==> src/rtl/subckt_eval_pkg.sv <==
// Shared definitions for the sub-circuit evaluation arbiter: operand layout,
// the shared evaluation function and a small popcount helper.
package subckt_eval_pkg;

   localparam int OP_W   = 4;
   localparam int N1_BIT = 0;
   localparam int N2_BIT = 1;
   localparam int N3_BIT = 2;
   localparam int N4_BIT = 3;

   function automatic logic eval_f(input logic [OP_W-1:0] a);
      return (a[N1_BIT] & (a[N2_BIT] ^ a[N4_BIT])) ^ (a[N2_BIT] & a[N3_BIT]);
   endfunction

   function automatic logic [2:0] popcount4(input logic [OP_W-1:0] a);
      return 3'(a[0]) + 3'(a[1]) + 3'(a[2]) + 3'(a[3]);
   endfunction

endpackage

==> src/rtl/subckt_eval_arbiter_rr_arb.sv <==
// Round-robin arbiter: circular lowest-index search starting at the pointer,
// pointer moves to one past the winner only when the grant is taken.
module rr_arb #(
   parameter int N = 4,
   localparam int ID_W = $clog2(N)
) (
   input  logic            clk,
   input  logic            rst_n,
   input  logic [N-1:0]    req,
   input  logic            en,
   input  logic            advance,
   output logic [N-1:0]    grant,
   output logic [ID_W-1:0] grant_idx
);

   logic [ID_W-1:0] ptr_q;
   logic            found;

   always_comb begin
      int j;
      j         = 0;
      found     = 1'b0;
      grant_idx = '0;
      for (int k = 0; k < N; k++) begin
         j = int'(ptr_q) + k;
         if (j >= N) j = j - N;
         if (!found && req[j]) begin
            found     = 1'b1;
            grant_idx = ID_W'(j);
         end
      end
   end

   always_comb begin
      grant = '0;
      if (found && en) grant[grant_idx] = 1'b1;
   end

   always_ff @(posedge clk or negedge rst_n) begin
      if (!rst_n) begin
         ptr_q <= '0;
      end else if (advance) begin
         ptr_q <= (grant_idx == ID_W'(N - 1)) ? '0 : grant_idx + ID_W'(1);
      end
   end

endmodule

==> src/rtl/subckt_eval_arbiter.sv <==
// Shares one evaluation cone among NREQ requesters with operand isolation
// and a saturating toggle counter on the shared operand register.
module subckt_eval_arbiter
   import subckt_eval_pkg::*;
#(
   parameter int NREQ  = 4,
   parameter int CNT_W = 16,
   localparam int ID_W = $clog2(NREQ)
) (
   input  logic                 clk,
   input  logic                 rst_n,
   input  logic [NREQ-1:0]      req_valid,
   output logic [NREQ-1:0]      req_ready,
   input  logic [4*NREQ-1:0]    req_ops,
   output logic                 rsp_valid,
   input  logic                 rsp_ready,
   output logic                 rsp_data,
   output logic [ID_W-1:0]      rsp_id,
   input  logic                 tog_clr,
   output logic [CNT_W-1:0]     tog_cnt
);

   logic            can_accept;
   logic            accept;
   logic [ID_W-1:0] grant_idx;
   logic [OP_W-1:0] acc_ops;
   logic [OP_W-1:0] op_q;
   logic [CNT_W:0]  tog_sum;
   logic [CNT_W-1:0] tog_next;

   // Holding grants off while in reset keeps req_ready low during reset.
   assign can_accept = (!rsp_valid | rsp_ready) & rst_n;
   assign accept     = |(req_ready & req_valid);
   assign acc_ops    = req_ops[{grant_idx, 2'b00} +: OP_W];

   rr_arb #(.N(NREQ)) u_rr_arb (
      .clk       (clk),
      .rst_n     (rst_n),
      .req       (req_valid),
      .en        (can_accept),
      .advance   (accept),
      .grant     (req_ready),
      .grant_idx (grant_idx)
   );

   always_comb begin
      tog_sum  = {1'b0, tog_cnt} + (CNT_W+1)'(popcount4(op_q ^ acc_ops));
      tog_next = tog_sum[CNT_W] ? '1 : tog_sum[CNT_W-1:0];
   end

   always_ff @(posedge clk or negedge rst_n) begin
      if (!rst_n) begin
         op_q      <= '0;
         rsp_valid <= 1'b0;
         rsp_data  <= 1'b0;
         rsp_id    <= '0;
      end else if (accept) begin
         op_q      <= acc_ops;
         rsp_valid <= 1'b1;
         rsp_data  <= eval_f(acc_ops);
         rsp_id    <= grant_idx;
      end else if (rsp_ready) begin
         rsp_valid <= 1'b0;
      end
   end

   always_ff @(posedge clk or negedge rst_n) begin
      if (!rst_n) begin
         tog_cnt <= '0;
      end else if (tog_clr) begin
         tog_cnt <= '0;
      end else if (accept) begin
         tog_cnt <= tog_next;
      end
   end

endmodule

==> config.mk <==
export PLATFORM = sky130hd
export DESIGN_NAME = subckt_eval_arbiter
export DESIGN_NICKNAME = d
export VERILOG_FILES = /design/src/rtl/subckt_eval_pkg.sv /design/src/rtl/subckt_eval_arbiter_rr_arb.sv /design/src/rtl/subckt_eval_arbiter.sv
export SDC_FILE = /design/constraint.sdc
export NUM_CORES = 1
export LEC_CHECK = 0
export CAP_MARGIN = 20
export CORE_MARGIN = 2
export CORE_UTILIZATION = 30
export CTS_CLUSTER_DIAMETER = 120
export DETAILED_ROUTE_END_ITERATION = 10
export PLACE_DENSITY = 0.53
export SYNTH_ARGS = -nofsm -noshare
export SYNTH_HDL_FRONTEND = slang
export SYNTH_SLANG_ARGS = --single-unit
==> constraint.sdc <==
create_clock -name clk -period 4.5 [get_ports clk]
set_clock_uncertainty 0.2 [all_clocks]
set_input_delay 0.675 -clock clk [delete_from_list [all_inputs] [get_ports clk]]
set_output_delay 0.675 -clock clk [all_outputs]
set_load 0.05 [all_outputs]
==> impl_metrics.toml <==
[die]
start_util = 0.311
io_pins = 48
num_rows = 27
die_height_um = 79.5
design.core.area_mm2 = 0.00551
dieArea_mm2 = 0.00632
die_w_um = 79.5

[clock_network]
cts_inserted_buffers = 3
clk_pin_slew_ns = 0.10
ctsHoldBuffers = 0
clk_path_buf_depth = 2
clk_latency_ns = 0.28
cts.sinks = 26
cts_root_buf = "clkbuf_8"
cts.htree.levels = 1
cts_tree = "built"

[setup_path]
crit_slowest_cell = "fa_1"
critPathMaxStageDelay_ns = 0.49
required_ns = 4.49
worst_path_most_repeated_cell = "fa_2"
worstSetupPathType = "in2reg"
cp-end-kind = "register"
cp-startpoint = "req_valid[3]"
cp_max_fo = 7
cp.arrival_ns = 4.28
start_kind = "input pin"
crit_chain = "dlygate4sd2_1, buf_4, o22ai_1, a211o_2, mux2i_1, mux2_2, xor2_1, fa_1, fa_2, inv_1, fa_2, nand4_1, or3_4, nand2_2, nor2_2, a311oi_1"
r2r_start = "u_rr_arb.ptr_q[1]"

[drt]
wirelength_mm = 4.14
antenna_left = 0
vias = 1530
dr.pass1.iters = 5
drc = 0
drtIter0Drc = 37
via_per_inst = 4.86
avgRoutedWirePerCell_um = 13.1

[yosys]
yosysMostFrequentCell = "dfrtp_1"
synth_seq_cells = 26
synthTopCellsByCount = "dfrtp_1 (26), nand2_1 (19), mux2i_1 (14), nor2_1 (14), o21ai_0 (11)"
synthFlopType = "dfrtp_1"
synth_edf_count = 0
syn_area_mm2 = 0.00171
synth_cell_types = 42
async_reset_ff_frac = 1.00
synthCells = 185
syn-num-nets = 217
synth_area_per_cell_um2 = 9.25
synthTopCellsByArea = "dfrtp_1 (38%), mux2i_1 (8.2%), nand2_1 (4.2%)"
synth_warnings = 0
yosysTopAreaCell = "dfrtp_1"
yosysTopAreaCellShare = 0.380
synth_seq_area_share = 0.380

[grt]
grtUsageTotal = 0.139
grt_max_degree = 27
grt_pass1_wl_mm = 7.03
antenna_found_initial = 0
grt_pass1_vias = 1491
grt_overflow = 0

[power]
switching_share = 0.418
p_leak_nw = 1.10
p_per_area_mw_per_mm2 = 499
pwr-share-comb = 0.573
ir_drop_uv = 341
internal-power_mw = 0.722
p_switching_mw = 0.518
clockPowerShare = 0.162
power.total_mw = 1.24
p_seq_frac = 0.265

[placement]
dpl.cell_count = 310
port_buffers = 47
place_area_mm2 = 0.00235
gp_congestion = 0.733
dp_hpwl_mm = 3.19

[cells_and_area]
fin_util = 0.451
fill_cells = 538
finalInstanceArea_mm2 = 0.00248
layout-drive-gt1-share = 0.169
nets = 276
fin_cells = 315
antenna_cells = 0
syn_to_final_growth_pct = 45.2

[worst_hold_path]
hold_path.class = "reg2reg"
hold_start = "rsp_id[1]"

[status]
status = "finished clean"

[sta]
final-setup-viol-count = 0
timing.final.crit_period_ns = 4.29
rsz0062_at_grt = "no"
max_freq_mhz = 233
period_share = 0.953
final-hold-violation-count = 0
worstMarginPinSlew_ns = 0.671
maxSlewViolCount = 0
fin_setup_tns_ns = 0
slew_headroom = 0.552

[flow_run]
drv_cap = 0
==> metrics by stage <==
step	hold slack (ns)	setup slack, ns
floorplan	0.179	0.230
global placement	0.267	-0.356
detailed placement	0.274	-0.376
CTS	0.300	0.0302
global route	0.338	0.000977
finish	0.295	0.210
==> what timing repair did <==
| item | 4_1_cts | 5_1_grt |
|---|---|---|
| pin swaps | 2 | 7 |
| endpoints found under the setup margin | 11 | 15 |
| resized for setup | 4 | 14 |
| buffers inserted | 1 | 0 |
==> routing by layer <==
metal | share of wire | track usage | wire length (µm) | vias up
li1 | - | - | - | 776
met4 | 0.0087 | 0.0276 | 36 | 0
met5 | 0 | 0 | 0 | -
met2 | 0.48 | 0.235 | 1990 | 27
met1 | 0.48 | 0.180 | 1970 | 723
met3 | 0.035 | 0.0317 | 146 | 4
==> power groups by stage <==
| stage | Sequential (mW) | Combinational [mW] | Clock [mW] |
|---|---|---|---|
| floorplan | 0.411 | 0.391 | 0 |
| global placement | 0.333 | 0.714 | 0 |
| detailed placement | 0.333 | 0.696 | 0 |
| CTS | 0.329 | 0.710 | 0.202 |
| global route | 0.336 | 0.782 | 0.215 |
| finish | 0.329 | 0.710 | 0.200 |
==> layout make-up <==
type	count	area [µm²]	share of cell area
Clock buffer	3	41.3	0.0166
Clock inverter	1	30.0	0.0121
Inverter	8	30.0	0.0121
Multi-Input combinational cell	141	1020	0.412
Sequential cell	26	651	0.262
Tap cell	72	90.1	0.0363
Timing Repair Buffer	64	619	0.249
==> kinds of logic after synthesis <==
family,Yosys count,share of synthesized area
compound gates,41,0.157
xor+xnor,4,0.0205
fa+ha+maj,8,0.0717
buf+inv,18,0.0475
flops,26,0.380
mux,18,0.113
simple gates,70,0.210
==> state kept, by name, indices dropped and copies added (netlist names) <==
| name | cells |
|---|---|
| rsp_valid | 1 |
| tog_cnt | 16 |
| u_rr_arb.ptr_q | 2 |
| op_q | 4 |
| rsp_id | 2 |
| rsp_data | 1 |
==> final timing paths <==
kind | end | slack [ns] | cells past startpoint
min in group asynchronous | tog_cnt[6] | 0.63 | 2
min | rsp_id[1] | 0.29 | 2
max in group asynchronous | rsp_data | 3.20 | 2
max | tog_cnt[13] | 0.21 | 16
min reg2reg | rsp_id[1] | 0.29 | 2
max reg2reg | tog_cnt[13] | 0.39 | 14
==> cell usage in the layout (no fill, tap or decap), types with 2 or more instances in the layout <==
master and n:
a211oi_1 6, a21oi_1 8, dfrtp_1 26, inv_1 7
nor3_1 3, or3_4 2, nand2_1 18, and4_1 2
nand2b_1 4, buf_12 2, nor2_1 13, fa_2 2
dlymetal6s2s_1 3, nor2b_1 2, ha_1 5, nand3_1 6
a311oi_1 2, o21ai_0 9, buf_4 19, nor3b_1 3
a21boi_0 2, clkdlybuf4s50_1 39, xor2_1 3, and3_1 4
mux2i_1 14, nand4_1 3, mux2_4 2, a211oi_2 2
a22oi_1 2, clkbuf_8 3, and2_1 6
==> worst max-delay path, delay by kind of cell <==
| kind | cells | cell delay (ns) |
|---|---|---|
| adder cells (fa/ha/maj) | 3 | 1.04 |
| AND/OR/NAND/NOR | 4 | 0.77 |
| AO/OA/AOI/OAI | 3 | 0.72 |
| buffers and inverters | 3 | 0.49 |
| multiplexers | 2 | 0.42 |
| XOR/XNOR | 1 | 0.16 |
No activity file was read; power rests on OpenSTA's default activity.
